===== config.mk =====
export PLATFORM = sky130hd
export DESIGN_NAME = exception_commit_unit
export DESIGN_NICKNAME = d
export VERILOG_FILES = /design/src/rtl/exception_commit_unit.sv
export SDC_FILE = /design/constraint.sdc
export NUM_CORES = 1
export LEC_CHECK = 0
export ABC_CLOCK_PERIOD_IN_PS = 2200
export BUFFER_PORTS_ARGS = -buffer_cell sky130_fd_sc_hd__buf_2
export CAP_MARGIN = 20
export CORE_ASPECT_RATIO = 1.1
export CORE_MARGIN = 1.5
export CORE_UTILIZATION = 25
export CTS_CLUSTER_DIAMETER = 100
export CTS_CLUSTER_SIZE = 40
export DETAILED_ROUTE_END_ITERATION = 8
export PLACE_DENSITY = 0.42
export SYNTH_ARGS = -nofsm -noshare
export SYNTH_HDL_FRONTEND = slang
export SYNTH_SLANG_ARGS = --single-unit

===== constraint.sdc =====
create_clock -name clk -period 2.2 [get_ports clk]
set_clock_uncertainty 0.05 [all_clocks]
set_input_delay 0.22 -clock clk [delete_from_list [all_inputs] [get_ports clk]]
set_output_delay 0.22 -clock clk [all_outputs]
set_load 0.05 [all_outputs]

===== src/rtl/exception_commit_unit.sv =====
// Exception/ERET commit unit: updates CP0 EPC/Cause/Status, flushes the pipeline, then redirects the PC.
// Optional feature macro BADVADDR_EN adds a BadVAddr register captured on address-error exceptions.
module exception_commit_unit #(
  parameter logic [31:0] EXC_VECTOR   = 32'hBFC00380,
  parameter int unsigned FLUSH_CYCLES = 2
) (
  input  logic        clk,
  input  logic        rst,
  input  logic        exc_req,
  input  logic [4:0]  exc_code,
  input  logic        int_req,
  input  logic        eret_req,
  input  logic [31:0] vic_inst_addr,
  input  logic        vic_is_delayslot,
`ifdef BADVADDR_EN
  input  logic [31:0] bad_addr_i,
  output logic [31:0] badvaddr_o,
`endif
  output logic        flush_o,
  output logic        pc_redirect_o,
  output logic [31:0] pc_target_o,
  output logic [31:0] epc_o,
  output logic        cause_bd_o,
  output logic [4:0]  cause_exccode_o,
  output logic        status_exl_o,
  output logic        busy_o
);

  typedef enum logic [1:0] {IDLE, FLUSH, REDIRECT} state_t;

  localparam logic [3:0] CNT_LOAD = 4'(FLUSH_CYCLES - 1);

  state_t      state_r, state_nx;
  logic [3:0]  cnt_r, cnt_nx;
  logic [31:0] tgt_r;
  logic [31:0] epc_r;
  logic        bd_r;
  logic [4:0]  exccode_r;
  logic        exl_r;
  logic        take_int, take_exc, take_eret;

  // Request arbitration; only IDLE accepts, an interrupt is masked while EXL is set.
  always_comb begin
    take_int  = 1'b0;
    take_exc  = 1'b0;
    take_eret = 1'b0;
    if (state_r == IDLE) begin
      take_int  = int_req & ~exl_r;
      take_exc  = ~take_int & exc_req;
      take_eret = ~take_int & ~exc_req & eret_req;
    end else begin
      take_int  = 1'b0;
      take_exc  = 1'b0;
      take_eret = 1'b0;
    end
  end

  // Sequencer next-state and flush counter.
  always_comb begin
    state_nx = state_r;
    cnt_nx   = cnt_r;
    case (state_r)
      IDLE: begin
        if (take_int | take_exc | take_eret) begin
          state_nx = FLUSH;
          cnt_nx   = CNT_LOAD;
        end else begin
          state_nx = IDLE;
        end
      end
      FLUSH: begin
        if (cnt_r == 4'd0) begin
          state_nx = REDIRECT;
        end else begin
          cnt_nx = cnt_r - 4'd1;
        end
      end
      REDIRECT: state_nx = IDLE;
      default:  state_nx = IDLE;
    endcase
  end

  // Sequencer state register.
  always_ff @(posedge clk) begin
    if (rst) begin
      state_r <= IDLE;
      cnt_r   <= 4'd0;
    end else begin
      state_r <= state_nx;
      cnt_r   <= cnt_nx;
    end
  end

  // CP0 commit; a nested exception keeps the original EPC/BD so the first victim is not lost.
  always_ff @(posedge clk) begin
    if (rst) begin
      tgt_r     <= 32'd0;
      epc_r     <= 32'd0;
      bd_r      <= 1'b0;
      exccode_r <= 5'd0;
      exl_r     <= 1'b0;
    end else if (take_int | take_exc) begin
      exccode_r <= take_int ? 5'd0 : exc_code;
      exl_r     <= 1'b1;
      tgt_r     <= EXC_VECTOR;
      if (!exl_r) begin
        epc_r <= vic_is_delayslot ? (vic_inst_addr - 32'd4) : vic_inst_addr;
        bd_r  <= vic_is_delayslot;
      end
    end else if (take_eret) begin
      exl_r <= 1'b0;
      tgt_r <= epc_r;
    end
  end

`ifdef BADVADDR_EN
  logic [31:0] badvaddr_r;

  // BadVAddr captures only on accepted AdEL/AdES exceptions.
  always_ff @(posedge clk) begin
    if (rst) begin
      badvaddr_r <= 32'd0;
    end else if (take_exc && ((exc_code == 5'd4) || (exc_code == 5'd5))) begin
      badvaddr_r <= bad_addr_i;
    end
  end

  assign badvaddr_o = badvaddr_r;
`endif

  assign busy_o          = (state_r != IDLE);
  assign flush_o         = (state_r != IDLE);
  assign pc_redirect_o   = (state_r == REDIRECT);
  assign pc_target_o     = (state_r == REDIRECT) ? tgt_r : 32'd0;
  assign epc_o           = epc_r;
  assign cause_bd_o      = bd_r;
  assign cause_exccode_o = exccode_r;
  assign status_exl_o    = exl_r;

endmodule

# Word-level counts from Yosys, hierarchy flattened
# Index checks and enable logic that the tools add are counted.
[totals] register_bits=77 in_bits=43 out_inout_bits=74 wordCells=48
[classes] add_sub_neg=2 eq_ne=5 muxes=16 bitwise_logic=9 n_reduce_logical=8
[op_table] cell="32-bit two-way mux" count=4
[op_table] cell="32-bit by 3-bit subtractor with 32-bit output (second input constant)" count=1
[op_table] cell="4-bit two-way mux" count=2
[op_table] cell="4-bit one-hot mux with 2 select lines" count=1
[op_table] cell="1-bit two-way mux" count=6
[op_table] cell="2-bit nonzero test" count=3
[op_table] cell="5-bit two-way mux" count=1
[op_table] cell="1-bit AND" count=4
[op_table] cell="4-bit logical NOT" count=1
[op_table] cell="2-bit != test (second input constant)" count=2
[op_table] cell="2-bit one-hot mux with 2 select lines" count=1
[op_table] cell="4-bit by 1-bit subtractor with 4-bit output (second input constant)" count=1
[op_table] cell="1-bit NOT" count=3
[op_table] cell="3-bit AND reduction" count=1
[op_table] cell="2-bit by 1-bit equality test with 1-bit output (second input constant)" count=1
[op_table] cell="2-bit equality test (second input constant)" count=1
[op_table] cell="2-bit logical NOT" count=1
[op_table] cell="2-bit two-way mux" count=1
[op_table] cell="2-bit by 1-bit != test with 1-bit output (second input constant)" count=1
[op_table] cell="1-bit bitwise OR" count=2
[op_table] cell="2-bit AND reduction" count=1
[op_table] cell="2-bit OR reduction" count=1

# Longest topological paths before layout
# Gate-level depths: netlist (run 1).
[logic_depth] ltp_word=9 mapped_depth=7 ltp_nobuf=7

# Worst setup path after synthesis (run 1)
# Ideal clock, no wire load.
[synth_path] path_type="reg-to-output" start="reg state_r[1]" end="out pc_target_o[22]" arrival_ns=1.715 required_ns=1.930 path_slack_ns=0.215 stages_incl_launch_ff=5 path_buffers=1 path_cell_list="dfxtp_1 > inv_1 > nor2_1 > clkbuf_1 > and2_1"
[synth_between] elab_chain_len=2
[synth_rtl] element="from (decl)" line_no="33" rtl="state_t state_r, state_nx;"
[synth_rtl] element="from (signal assigned)" line_no="89" rtl="state_r <= state_nx;"
[synth_rtl] element="2-bit equality test"
[synth_rtl] element="named net pc_redirect_o" line_no="20" rtl="output logic pc_redirect_o,"
[synth_rtl] element="32-bit two-way mux" line_no="134" rtl="assign pc_target_o = (state_r == REDIRECT) ? tgt_r : 32'd0;"
[synth_rtl] element="to (decl)" line_no="21" rtl="output logic [31:0] pc_target_o,"
# The timed path passes the listed nets, and every way through them passes these cells.

# Worst setup path after layout (run 1)
[layout_path] start="reg state_r[1]" end="out pc_target_o[22]"
[layout_between] elab_chain_len=2
[layout_rtl] element="2-bit equality test" line_no="134"
[layout_rtl] element="32-bit two-way mux" line_no="134"
# Every way passes these cells.

==> flow_summary.json, run 1 <==
{
  "status": "finished, final reports clean",
  "reg2reg_from": "state_r[0]$_SDFFE_PP0P_",
  "nets": 590,
  "dpl_cell_area_sq_mm": 0.00438,
  "worstPathArrival_ps": 1690,
  "netlist_top_cells_area": "dfxtp_1 (43%), nor2_1 (7.2%), nand2_1 (5.9%), and2_1 (5.7%), a211oi_1 (5.6%)",
  "dieArea_sq_mm": 0.0151,
  "rows": 45,
  "start_kind": "flip-flop",
  "final_design_area_no_fill_sq_mm": 0.00468,
  "hp-class": "in2reg",
  "period_minus_slack_ps": 1960,
  "yosysWarnings": 0,
  "peakVddDrop_mv": 0.342,
  "place_inst": 722,
  "critical_path_class": "reg2out",
  "nFillCells": 1552,
  "cp-startpoint": "state_r[1]$_SDFFE_PP0P_",
  "wirelength_mm": 10.6,
  "dieWidth_microns": 117,
  "synth_edf_count": 0,
  "drt_pass1_iterations": 4,
  "ys.flop_type": "dfxtp_1",
  "power_mw": 5.32,
  "cts_tree": "done",
  "hp-start": "exc_code[3]",
  "area_growth_pct": 30.0,
  "syn_area_sq_mm": 0.00360,
  "ant_nets": 0,
  "slew_violations": 0,
  "fin_cells": 737,
  "worst_slack_ps": 239,
  "syn_nets": 480,
  "yosysTopAreaCellShare_pct": 42.8,
  "layout_common_cells": "buf_2 (116), dfxtp_1 (77), nor2_1 (68)",
  "drtIter0Drc": 143,
  "diodes": 0,
  "grt_pass1_wl_mm": 16.5,
  "synth_seq_cells": 77,
  "rsz0062_at_grt": "false",
  "dp_slack_ps": 191,
  "overflow": 0,
  "finalCritPeriodShare_pct": 89.1,
  "routed_via_density": 4.46,
  "hold_viol_final": 0,
  "worstPathMaxFanout": 24,
  "numCtsBuffers": 9,
  "slew_headroom_pct": 66.7,
  "h-tree-depth": 3,
  "p_per_area_mw_per_mm2": 1140,
  "worst_skew_pair.late_latency_ps": 340,
  "dpl.hpwl_mm": 7.76,
  "port_buffers": 116,
  "synth_seq_area_share_pct": 42.8,
  "yosysTopAreaCell": "dfxtp_1",
  "cts_root_buf": "clkbuf_16",
  "clk_pin_slew_worst_paths_ps": 60,
  "place.gp.congestion": 0.757,
  "first_global_vias": 3004,
  "max_freq_ghz": 0.510,
  "io_pins": 117,
  "num_vias": 3287,
  "core_sq_mm": 0.0140,
  "start_util_pct": 25.8,
  "max_slew.worst_pin.slew_ps": 500,
  "cts_setup_buffers": 0,
  "finalSetupTns_ps": 0,
  "route.detailed.drc": 0,
  "synthesis.instances": 435,
  "cts_hold_buf": 0,
  "routedWlPerCell_microns": 14.4,
  "clk_path_buf_depth": 2,
  "grt_util_all_layers_pct": 14.1,
  "final_common_cell": "buf_2",
  "cap_violations": 0,
  "synth.avg_cell_area_sq_um": 8.28,
  "post_cts_resized": 0,
  "synth_async_sr_flop_share_pct": 0,
  "clock_sinks": 77,
  "finalSetupViolations": 0,
  "drive_gt1_share_pct": 28.4,
  "cp.required_ps": 1930,
  "antenna_found_initial": 0,
  "die_h_microns": 129,
  "cp-end-kind": "primary output",
  "ys_types": 48,
  "grt_max_degree": 63,
  "p_leak_nw": 1.98
}
flip-flops by register name (all words and copies together), names as in the netlist:
name             cells
epc_o               32
tgt_r               32
cause_exccode_o      5
cnt_r                4
state_r              2
cause_bd_o           1
status_exl_o         1
through the flow:
stage | util (%) | hold slack, ps
after CTS | 33.5 | 42.8
after global placement | 31.4 | 382
final | 33.5 | 55.1
after detailed placement | 31.4 | 386
after floorplan | - | 303
after global routing | 33.5 | 46.7
power breakdown:
part | internal, mW | switching [mW]
clock | 0.879 | 0.608
sequential | 1.67 | 0.209
combinational | 0.539 | 1.42
critical path: stages, from the launching register on:
cell and delay [ps]:
dfxtp_1 340, inv_1 100, nor2_4 260, buf_12 200, and2_1 170, buf_2 270
cell families after synthesis:
kind of cell,after synthesis,share of synthesized area (%)
compound gates,68,12.8
buf+inv,34,4.76
flops,77,42.8
fa+ha+maj,2,0.695
xor+xnor,29,7.05
simple gates,224,31.6
mux,1,0.278
layer usage:
layer	vias to the layer above	track usage (%)	part of all wire, %
met1	1483	18.0	48
met5	-	0	0
met2	75	22.4	45
met3	11	4.12	4.9
met4	0	5.88	1.7
li1	1718	-	-
area by class of cell:
class                           instances  area (sq um)  area share [%]
Inverter                                6          22.5           0.481
Tap cell                              188           235            5.03
Multi-Input combinational cell        324          1900            40.6
Timing Repair Buffer                  127           688            14.7
Clock inverter                          5          61.3            1.31
Sequential cell                        77          1540            32.9
Clock buffer                           10           229            4.89
path summary, 6_finish.rpt:
check	to	slack, ps	cells after the start
worst max register to register	tgt_r[22]$_SDFFE_PP0P_	430	5
worst min-delay path	cause_exccode_o[3]$_SDFFE_PP0P_	60	2
worst max-delay path	pc_target_o[22]	240	5
worst min register to register	state_r[1]$_SDFFE_PP0P_	390	1
synth_stat cells, drive strengths merged, types with 2 or more instances:
| cell | n |
|---|---|
| xnor2 | 6 |
| nor3 | 23 |
| a211oi | 27 |
| nand2 | 57 |
| buf | 7 |
| nor2b | 3 |
| a311oi | 2 |
| a21oi | 26 |
| o31ai | 3 |
| nor4 | 4 |
| o21ai | 2 |
| nor2 | 70 |
| nand4 | 8 |
| dfxtp | 77 |
| and2 | 33 |
| ha | 2 |
| clkbuf | 21 |
| and4b | 2 |
| nand3 | 6 |
| inv | 6 |
| xor2 | 23 |
| or3 | 2 |
| or2 | 3 |
| a22o | 5 |
| nand3b | 2 |
| or4 | 4 |
Note: power is estimated with default switching activity, not from simulation.
==> inputs of run 2 (changes only) <==
Settings changed: PLACE_DENSITY 0.42 to 0.54.
==> flow_summary.json, run 2 (synthesis results as in run 1) <==
{
  "cp.required_ps": 1930,
  "cp_cell_sequence": "inv_1 -> nor2_2 -> buf_4 -> and2_1 -> buf_2",
  "max_freq_ghz": 0.556,
  "port_buffers": 116,
  "worstPathMaxFanout": 19,
  "post_cts_resized": 0,
  "cts_root_buf": "clkbuf_16",
  "routedWlPerCell_microns": 14.0,
  "drt_pass1_iterations": 4,
  "pwr-share-comb_pct": 36.7,
  "cap_violations": 0,
  "crit_path_top_delay_cell": "dfxtp_1",
  "start_kind": "flip-flop",
  "multi_input_area_sq_mm": 0.00190,
  "finalCritPeriodShare_pct": 81.8,
  "area_growth_pct": 30.6,
  "cp-end-kind": "primary output",
  "dieArea_sq_mm": 0.0151,
  "first_global_vias": 3064,
  "fin_util_pct": 33.7,
  "nFillCells": 1520,
  "start_util_pct": 25.8,
  "p_per_area_mw_per_mm2": 1130,
  "clk_path_buf_depth": 2,
  "cts_tree": "done",
  "hold_viol_final": 0,
  "fin_cells": 743,
  "grt_max_degree": 63,
  "drive_gt1_share_pct": 29.2,
  "p_int_mw": 3.12,
  "core_sq_mm": 0.0140,
  "ant_nets": 0,
  "die_h_microns": 129,
  "slew_headroom_pct": 60.7,
  "peakVddDrop_mv": 0.355,
  "overflow": 0,
  "numCtsBuffers": 9,
  "worstPathArrival_ps": 1530,
  "power_mw": 5.33,
  "clock_sinks": 77,
  "max_slew.worst_pin.slew_ps": 585,
  "rsz0062_at_grt": "false",
  "p_sw_share_pct": 41.4,
  "dpl.hpwl_mm": 7.81,
  "drtIter0Drc": 172,
  "worst_skew_pair.late_latency_ps": 330,
  "seqCellArea_sq_mm": 0.00154,
  "slew_violations": 0,
  "wirelength_mm": 10.4,
  "place.gp.congestion": 0.801,
  "crit_path_max_incr_delay_ps": 340,
  "hp-class": "in2reg",
  "layout_common_cells": "buf_2 (116), dfxtp_1 (77), nor2_1 (68)",
  "dpl_cell_area_sq_mm": 0.00440,
  "netSwitchingPower_mw": 2.21,
  "p_clk_share_pct": 28.1,
  "cts_hold_buf": 0,
  "place_inst": 726,
  "finalSetupViolations": 0,
  "status": "finished, final reports clean",
  "h-tree-depth": 3,
  "rows": 45,
  "dp_slack_ps": 186,
  "clk_pin_slew_worst_paths_ps": 60,
  "finalSetupTns_ps": 0,
  "num_vias": 3355,
  "nets": 594,
  "final_design_area_no_fill_sq_mm": 0.00470,
  "critical_path_class": "reg2out",
  "routed_via_density": 4.52,
  "period_minus_slack_ps": 1800,
  "p_leak_nw": 2.00,
  "grt_pass1_wl_mm": 16.1,
  "hold_slack_ps": 61.9,
  "route.detailed.drc": 0,
  "cts_setup_buffers": 0,
  "pwr-share-seq_pct": 35.3,
  "antenna_found_initial": 2,
  "worst_slack_ps": 401,
  "final_common_cell": "buf_2",
  "dieWidth_microns": 117,
  "grt_util_all_layers_pct": 13.5,
  "io_pins": 117
}
-- run 2: path summary, 6_finish.rpt --
path	from	slack [ps]	to	cells past startpoint
worst max register to register	status_exl_o$_SDFFE_PP0P_	470	tgt_r[28]$_SDFFE_PP0P_	6
worst min register to register	tgt_r[6]$_SDFFE_PP0N_	400	tgt_r[6]$_SDFFE_PP0N_	2
worst min-delay path	exc_code[0]	60	cause_exccode_o[0]$_SDFFE_PP0P_	2
worst max-delay path	state_r[1]$_SDFFE_PP0P_	400	pc_target_o[16]	5
-- run 2: worst max-delay path, delay by kind of cell (launching register included) --
| family | cells | cell delay (ps) |
|---|---|---|
| and+or+nand+nor | 2 | 290 |
| buffers and inverters | 3 | 570 |
| DFF | 1 | 340 |
-- run 2: per-layer routing --
layer,track usage [%],up-vias,part of all wire [%]
li1,-,1719,-
met1,17.3,1541,47
met2,22.0,80,47
met3,2.57,13,4.4
met4,6.54,2,1.1
met5,0,-,0.067
-- run 2: cell type report --
type	instances	share of cell area (%)
Clock buffer	10	5.08
Timing Repair Buffer	131	15.0
Tap cell	188	5.00
Inverter	6	0.479
Sequential cell	77	32.8
Clock inverter	6	1.30
Antenna cell	1	0.0532
Multi-Input combinational cell	324	40.3
-- run 2: power groups by stage --
stage / clock [mW] / combinational (mW) / sequential [mW]
6_report: 1.50 / 1.95 / 1.88
5_1_grt: 1.60 / 2.12 / 1.93
4_1_cts: 1.56 / 1.97 / 1.89
3_5_place_dp: 0 / 1.97 / 1.92
3_3_place_gp: 0 / 1.94 / 1.91
2_1_floorplan: 0 / 0.896 / 2.45
==> inputs of run 3 (changes only) <==
Settings changed: ABC_CLOCK_PERIOD_IN_PS 2200 to 1810.
Clock period 2.2 ns to 1.81 ns, I/O delays scaled along.
==> flow_summary.json, run 3 (synthesis results as in run 1) <==
{
  "status": "finished, final reports clean",
  "fin_cells": 757,
  "cp.required_ps": 2010,
  "reg2regPathDepth": 7,
  "grt_pass1_wl_mm": 15.9,
  "worst_skew_pair.late_latency_ps": 330,
  "p_leak_nw": 2.09,
  "worstPathMaxFanout": 28,
  "io_pins": 117,
  "antenna_found_initial": 2,
  "dieWidth_microns": 117,
  "drt_pass1_iterations": 4,
  "port_buffers": 116,
  "place_inst": 738,
  "seqCellArea_sq_mm": 0.00154,
  "core_sq_mm": 0.0140,
  "worstPathArrival_ps": 1910,
  "cap_violations": 0,
  "netSwitchingPower_mw": 2.70,
  "cp-end-kind": "flip-flop",
  "dieArea_sq_mm": 0.0151,
  "hp-class": "in2reg",
  "pwr-share-seq_pct": 33.6,
  "dpl_cell_area_sq_mm": 0.00452,
  "die_h_microns": 129,
  "drtIter0Drc": 129,
  "p_per_area_mw_per_mm2": 1370,
  "period_minus_slack_ps": 1710,
  "numCtsBuffers": 9,
  "multi_input_area_sq_mm": 0.00190,
  "p_int_mw": 4.16,
  "hold_slack_ps": 21.5,
  "reg2reg_from": "state_r[0]$_SDFFE_PP0P_",
  "first_global_vias": 3115,
  "cp-startpoint": "state_r[0]$_SDFFE_PP0P_",
  "peakVddDrop_mv": 0.436,
  "h-tree-depth": 3,
  "nFillCells": 1479,
  "routedWlPerCell_microns": 13.7,
  "slew_violations": 0,
  "clk_pin_slew_worst_paths_ps": 60,
  "cts_hold_buf": 0,
  "area_growth_pct": 38.6,
  "cts_root_buf": "clkbuf_16",
  "rows": 45,
  "overflow": 0,
  "clock_sinks": 77,
  "layout_common_cells": "buf_2 (85), dfxtp_1 (75), nor2_1 (68)",
  "critical_path_class": "reg2reg",
  "num_vias": 3410,
  "cts_tree": "done",
  "regToRegEndpoint": "epc_o[24]$_SDFFE_PP0P_",
  "routed_via_density": 4.50,
  "finalCritPeriodShare_pct": 94.5,
  "drive_gt1_share_pct": 31.3,
  "crit_end": "epc_o[24]$_SDFFE_PP0P_",
  "grt_max_degree": 35,
  "max_slew.worst_pin.slew_ps": 467,
  "finalSetupViolations": 0,
  "p_sw_share_pct": 39.4,
  "ant_nets": 0,
  "fin_util_pct": 35.8,
  "nets": 608,
  "place.gp.congestion": 0.829,
  "slew_headroom_pct": 68.9,
  "clk_path_buf_depth": 2,
  "p_clk_share_pct": 29.7,
  "pwr-share-comb_pct": 36.7,
  "route.detailed.drc": 0,
  "hold_viol_final": 0,
  "final_common_cell": "buf_2",
  "reg2reg_setup_slack_ps": 100,
  "finalSetupTns_ps": 0,
  "final_design_area_no_fill_sq_mm": 0.00499,
  "max_freq_ghz": 0.585,
  "wirelength_mm": 10.4,
  "start_util_pct": 25.8,
  "start_kind": "flip-flop",
  "grt_util_all_layers_pct": 13.4,
  "dpl.hpwl_mm": 7.87
}
-- run 3: cell types whose count changed in the layout (fill, tap and decap cells not counted), moves of 2 or more --
cell,delta
buf_2,-31
clkbuf_4,+27
buf_4,+13
buf_12,+3
bufinv_16,+2
dfxtp_1,-2
dfxtp_2,+2
-- run 3: area by class of cell --
class | instances | share of cell area, %
clock inverter | 7 | 2.28
multi-input combinational | 324 | 38.1
sequential | 77 | 30.9
timing repair buffer | 145 | 19.0
tap | 188 | 4.71
antenna | 1 | 0.0501
clock buffer | 9 | 4.51
inverter | 6 | 0.451
-- run 3: per-layer routing --
metal | GRT usage [%] | vias up | part of all wire (%)
met5 | 0 | - | 0.13
met4 | 6.83 | 2 | 2.1
met3 | 3.32 | 17 | 4.9
met2 | 21.8 | 90 | 46
met1 | 16.6 | 1552 | 46
li1 | - | 1749 | -
-- run 3: worst min-delay path by stage --
stage	start	to	slack (ps)	cells after the start
after floorplan	exc_code[0]	cause_exccode_o[0]$_SDFFE_PP0P_	260	1
after global placement	exc_code[4]	cause_exccode_o[4]$_SDFFE_PP0P_	360	2
after detailed placement	exc_code[3]	cause_exccode_o[3]$_SDFFE_PP0P_	360	2
after CTS	exc_code[3]	cause_exccode_o[3]$_SDFFE_PP0P_	9	2
after global routing	exc_code[3]	cause_exccode_o[3]$_SDFFE_PP0P_	10	2
final	exc_code[4]	cause_exccode_o[4]$_SDFFE_PP0P_	20	2
-- run 3: power groups by stage --
stage	Clock [mW]	Sequential (mW)	Combinational [mW]
after floorplan	0	2.98	1.10
after detailed placement	0	2.34	2.43
after global placement	0	2.32	2.42
after CTS	2.08	2.30	2.44
final	2.03	2.30	2.52
after global routing	2.15	2.35	2.72
-- run 3: stage by stage --
step	worst slack [ps]	total power [mW]
final	99.6	6.85
after global routing	-4.22	7.22
after CTS	8.99	6.83
after detailed placement	-118	4.77
after global placement	-113	4.74
after floorplan	14.6	4.08
-- run 3: what timing repair did --
item	4_1_cts	5_1_grt
gates cloned	0	1
resized for setup	3	32
setup endpoints to repair	3	46
setup buffers	0	1
hold endpoints to repair	0	0
pin swaps	0	1
-- run 3: worst max-delay path: stages, from the launching register on --
cell and delay (ps):
dfxtp_2 350, or2_0 220, buf_4 180, nor3_4 220
buf_12 150, buf_12 160, nor2_1 60, a311oi_2 220
